===== config.mk =====
export PLATFORM = sky130hd
export DESIGN_NAME = alu_share_ctrl
export DESIGN_NICKNAME = d
export VERILOG_FILES = /design/src/rtl/alu_share_ctrl.sv
export SDC_FILE = /design/constraint.sdc
export NUM_CORES = 1
export LEC_CHECK = 0
export CAP_MARGIN = 10
export CORE_ASPECT_RATIO = 1.25
export CORE_MARGIN = 2
export CORE_UTILIZATION = 37
export DETAILED_ROUTE_END_ITERATION = 12
export PLACE_DENSITY = 0.82
export SLEW_MARGIN = 20
export SYNTH_ARGS = -nofsm -noshare
export SYNTH_HDL_FRONTEND = slang
export SYNTH_SLANG_ARGS = --single-unit

===== constraint.sdc =====
create_clock -name i_clk -period 1.53 [get_ports i_clk]
set_input_delay 0.153 -clock i_clk [delete_from_list [all_inputs] [get_ports i_clk]]
set_output_delay 0.153 -clock i_clk [all_outputs]
set_load 0.01 [all_outputs]

===== src/rtl/alu_share_ctrl.sv =====
// alu_share_ctrl: round-robin sequencer time-sharing one combinational ALU between two requesters
module alu_share_ctrl #(
   parameter int DW = 8,
   parameter int CW = 8
) (
   input  logic          i_clk,
   input  logic          i_rst_n,
   input  logic          i_req0_valid,
   input  logic [1:0]    i_req0_fn,
   input  logic [DW-1:0] i_req0_a,
   input  logic [DW-1:0] i_req0_b,
   output logic          o_req0_ready,
   input  logic          i_req1_valid,
   input  logic [1:0]    i_req1_fn,
   input  logic [DW-1:0] i_req1_a,
   input  logic [DW-1:0] i_req1_b,
   output logic          o_req1_ready,
   output logic [1:0]    o_alu_fn,
   output logic [DW-1:0] o_alu_a,
   output logic [DW-1:0] o_alu_b,
   input  logic [DW-1:0] i_alu_sum,
   input  logic          i_alu_s,
   input  logic          i_alu_v,
   input  logic          i_alu_n,
   input  logic          i_alu_z,
   output logic          o_rsp_valid,
   input  logic          i_rsp_ready,
   output logic          o_rsp_id,
   output logic [DW-1:0] o_rsp_sum,
   output logic [3:0]    o_rsp_flags,
   output logic          o_busy,
   output logic [CW-1:0] o_op_count
);
   typedef enum logic [1:0] {IDLE, EXEC, RESP} state_t;
   state_t        r_state;
   logic          r_last;
   logic          r_id;
   logic [1:0]    r_alu_fn;
   logic [DW-1:0] r_alu_a;
   logic [DW-1:0] r_alu_b;
   logic          r_rsp_valid;
   logic          r_rsp_id;
   logic [DW-1:0] r_rsp_sum;
   logic [3:0]    r_rsp_flags;
   logic [CW-1:0] r_op_count;
   logic          w_idle;
   logic          w_gnt0;
   logic          w_gnt1;
   // on a tie the requester that did not win last time gets the grant
   always_comb begin
      w_idle = r_state == IDLE;
      w_gnt0 = i_req0_valid & (~i_req1_valid | r_last);
      w_gnt1 = i_req1_valid & (~i_req0_valid | ~r_last);
   end
   assign o_req0_ready = i_rst_n & w_idle & w_gnt0;
   assign o_req1_ready = i_rst_n & w_idle & w_gnt1;
   assign o_busy       = ~w_idle;
   assign o_alu_fn     = r_alu_fn;
   assign o_alu_a      = r_alu_a;
   assign o_alu_b      = r_alu_b;
   assign o_rsp_valid  = r_rsp_valid;
   assign o_rsp_id     = r_rsp_id;
   assign o_rsp_sum    = r_rsp_sum;
   assign o_rsp_flags  = r_rsp_flags;
   assign o_op_count   = r_op_count;
   always_ff @(posedge i_clk or negedge i_rst_n) begin
      if (!i_rst_n) begin
         r_state     <= IDLE;
         r_last      <= 1'b1;
         r_id        <= 1'b0;
         r_alu_fn    <= '0;
         r_alu_a     <= '0;
         r_alu_b     <= '0;
         r_rsp_valid <= 1'b0;
         r_rsp_id    <= 1'b0;
         r_rsp_sum   <= '0;
         r_rsp_flags <= '0;
         r_op_count  <= '0;
      end else begin
         case (r_state)
            IDLE: if (w_gnt0 | w_gnt1) begin
               r_alu_fn <= w_gnt1 ? i_req1_fn : i_req0_fn;
               r_alu_a  <= w_gnt1 ? i_req1_a : i_req0_a;
               r_alu_b  <= w_gnt1 ? i_req1_b : i_req0_b;
               r_id     <= w_gnt1;
               r_last   <= w_gnt1;
               r_state  <= EXEC;
            end
            EXEC: begin
               r_rsp_sum   <= i_alu_sum;
               r_rsp_flags <= {i_alu_s, i_alu_v, i_alu_n, i_alu_z};
               r_rsp_id    <= r_id;
               r_rsp_valid <= 1'b1;
               r_state     <= RESP;
            end
            RESP: if (i_rsp_ready) begin
               r_rsp_valid <= 1'b0;
               r_op_count  <= r_op_count + CW'(1);
               r_state     <= IDLE;
            end
            default: r_state <= IDLE;
         endcase
      end
   end
endmodule


==> metrics.md <==
| Metric | Value |
|---|---|
| Status | complete, but fails checks |
| Violated checks | negative setup slack |
| Post-Syn Area per Cell | about 15 sq um |
| Dominant cells by area after synthesis | dfrtp_1, mux2_2, mux2_4 |
| Share of post-route cells with drive strength above 1 | 0.316 |
| Layout Utilization | 0.627 |
| Place WS | -218 ps |
| Non-Filler Instances | approximately 310 |
| Overall routed net length | around 4400 um |
| Ys flop type | dfrtp_1 |
| First-pass GRT wire length | 7440 um |
| Worst Max-Slew Pin Slew | around 560 ps |
| Clock root cell | clkbuf_8 |
| Most frequent cells in the layout | clkdlybuf4s50_1, dfrtp_1, mux2_2 |
| Switching pwr | 0.00173 W |
| Die span in x | between 60 and 70 um |
| CTS tree | done |
| CP Capture Type | flip-flop |
| Vias in the first global route | roughly 1,600 |
| DRT antenna net count | 0 |
| M1 WL | roughly 1800 um |
| First drt pass iteration count | 2 |
| Die height | 86.3 um |
| H-tree depth | 2 |
| PwrDens | about 1800 nW/um^2 |
| Clk sinks | 44 |
| Switching share of power | 0.304 |
| Fmax | around 640 MHz |
| PnR worst setup slack | -27.1 ps |
| Drt wl/cell | 14.4 um |
| Metal3 WL | roughly 290 um |
| Worst min path class | in -> reg |
| Hold_ws | roughly 480 ps |
| Yosys warns | 0 |
| Layout Nets | approximately 300 |
| Leading area contributor after synthesis | dfrtp_1 |
| Initial antenna violation count | 0 |
| Fin. Hold Viols | 0 |
| Leak | around 1.4 nW |
| Total congestion overflow | 0 |
| Worst VDD drop | approximately 0.97 mV |
| Via density per instance | ~4.7 |
| Crit path kind | reg -> reg |
| CP required | between 1500 and 2000 ps |
| RR Startpoint | r_last |
| Met2 routed WL | about 2300 um |
| Placer Congestion | between 0.6 and 0.7 |
| # fillers | 444 |
| Post-DP HPWL | 3340 um |
| CP delay by family, top | multiplexers |
| Vias | 1,458 |
| Mapped Cells | between 100 and 150 |
| Crit-path max cell delay | about 560 ps |
| Cell-internal power | between 0.003 and 0.004 W |
| I/O Buffers | 95 |
| Initial Util | 0.389 |
| Clock power frac | 0.118 |
| Worst Path Arrival | ~1700 ps |
| # IOs | 96 |
| Max-slew violations | 0 |
| CP Cell Sequence | a21bo_4 -> buf_12 -> mux2_4 -> mux2_4 |
| Critical path's slowest cell | dfstp_2 |
| Finish-stage setup viols | 12 |
| Sequential area share after synthesis | 0.550 |
| Most used cell, CP | mux2_4 |
| Comb pwr share | 0.521 |
| Die area | 6030 sq um |
| Pin count of the biggest net entering global routing | between 40 and 50 |
| Sequential power share | 0.361 |
| Fin Clk Skew | about 6.6 ps |
| RSZ-0062 raised after global routing | yes |
| Core region area | 5150 sq um |
| Hold Startpoint | i_alu_sum[5] |
| Commonest non-fill, non-tap cell in the layout | clkdlybuf4s50_1 |
| Post-layout min period | roughly 1600 ps |
| Max-cap violation count | 0 |
| Post-Syn Nets | 190 |
| Worst setup startpoint | r_last |
| Buffers plus inverters on the worst setup path | 1 |
| Worst Path Max Fanout | 11 |
| Fin crit share | 1.02 |
| Clock tree buffer depth | 2 |
| Total track usage | 0.156 |
| DR DRC count | 0 |
| Post-Syn Area | between 2000 and 2500 sq um |
| Yosys top cell area share | 0.536 |
| Clk_lat worst skew | between 200 and 300 ps |
| Inst Count DP | ~300 |
| Antenna cells | 0 |
| Number of synthesized flops with an enable pin | 0 |
| Critical Path Source Type | flip-flop |
| Async S/R FF share, synth | 1.00 |
| Flops & latches, synth | 44 |
| Distinct cell type count after synthesis | 27 |
| Synth-to-layout area growth | 61.0% |
| Iteration-0 DRC Markers | slightly above 50 |
| Top Metal Used | met4 |
| Rel. slew slack | 0.626 |
| Cell Rows | 29 |
| CTS Buf Count | 5 |
| Clk slew on worst S/H paths | ~80 ps |
Yosys cell counts, types with 2 or more instances:
master / count
buf_2: 4
buf_6: 2
dfrtp_1: 43
inv_1: 3
mux2_2: 32
mux2_4: 18
nand2_1: 2
nand3_1: 3
nor2_1: 4
nor3_1: 2
o21ai_0: 2
xnor2_1: 3
xor2_1: 4
cell type report:
type / count / area, sq um / share of cell area
clock buffer: 6 / 72.6 / 0.0225
clock inverter: 1 / 5.00 / 0.00155
inverter: 3 / 11.3 / 0.00349
multi-input combinational: 83 / 873 / 0.270
sequential: 44 / 1100 / 0.341
tap: 62 / 77.6 / 0.0240
timing repair buffer: 110 / 1090 / 0.337
path summary, 6_finish.rpt:
kind                                       to  slack, ps  cells past startpoint
worst min-delay path             o_rsp_sum[5]        480                      2
worst max register to register    o_alu_fn[0]        -30                      4
worst min register to register  o_op_count[7]        480                      1
max in group asynchronous          o_alu_b[3]        620                      3
min in group asynchronous          o_alu_b[5]        520                      3
worst max-delay path              o_alu_fn[0]        -30                      4
cells by family after synthesis:
family / Yosys count / synth area share
mux: 50 / 0.314
flops: 44 / 0.550
simple gates: 18 / 0.0487
buf+inv: 9 / 0.0268
compound gates: 7 / 0.0237
xor+xnor: 7 / 0.0306
fa+ha+maj: 1 / 0.00624
power by group through the flow:
stage	Combinational [W]	Clock, W	Sequential (W)
after floorplan	0.00112	0	0.00227
after global placement	0.00289	0	0.00203
after detailed placement	0.00294	0	0.00207
after CTS	0.00296	0.000702	0.00205
after global routing	0.00315	0.000757	0.00214
final	0.00296	0.000668	0.00205
what timing repair did:
action	4_1_cts	5_1_grt
hold buffers	1	0
hold endpoints to repair	34	0
setup endpoints to repair	21	20
setup buffers	1	1
gates resized for setup	7	6
through the flow:
step | total power [W] | TNS (ps) | cell area [sq um]
final | 0.00567 | -131 | 3230
after global routing | 0.00605 | -777 | 3230
after CTS | 0.00571 | -190 | 3210
after detailed placement | 0.00501 | -3970 | 3120
after global placement | 0.00492 | -3470 | 3120
after floorplan | 0.00339 | 0 | 2010
sequential cells by signal (all words and copies together), names as in the netlist:
register     cells
r_last           1
o_rsp_valid      1
o_alu_b          8
o_rsp_sum        8
o_alu_fn         2
o_op_count       8
o_alu_a          8
r_id             1
o_rsp_id         1
r_state          2
o_rsp_flags      4
worst register-to-register path: stages, from the launching register on:
cell     delay, ps
dfstp_2        560
a21bo_4        160
buf_12         150
mux2_4         300
mux2_4         270
layer usage:
| metal | vias to the layer above | global-route usage |
|---|---|---|
| met2 | 59 | 0.269 |
| met1 | 696 | 0.189 |
| met5 | - | 0 |
| li1 | 695 | - |
| met4 | 0 | 0.0455 |
| met3 | 8 | 0.0477 |
(Power assumes the default switching activity.)
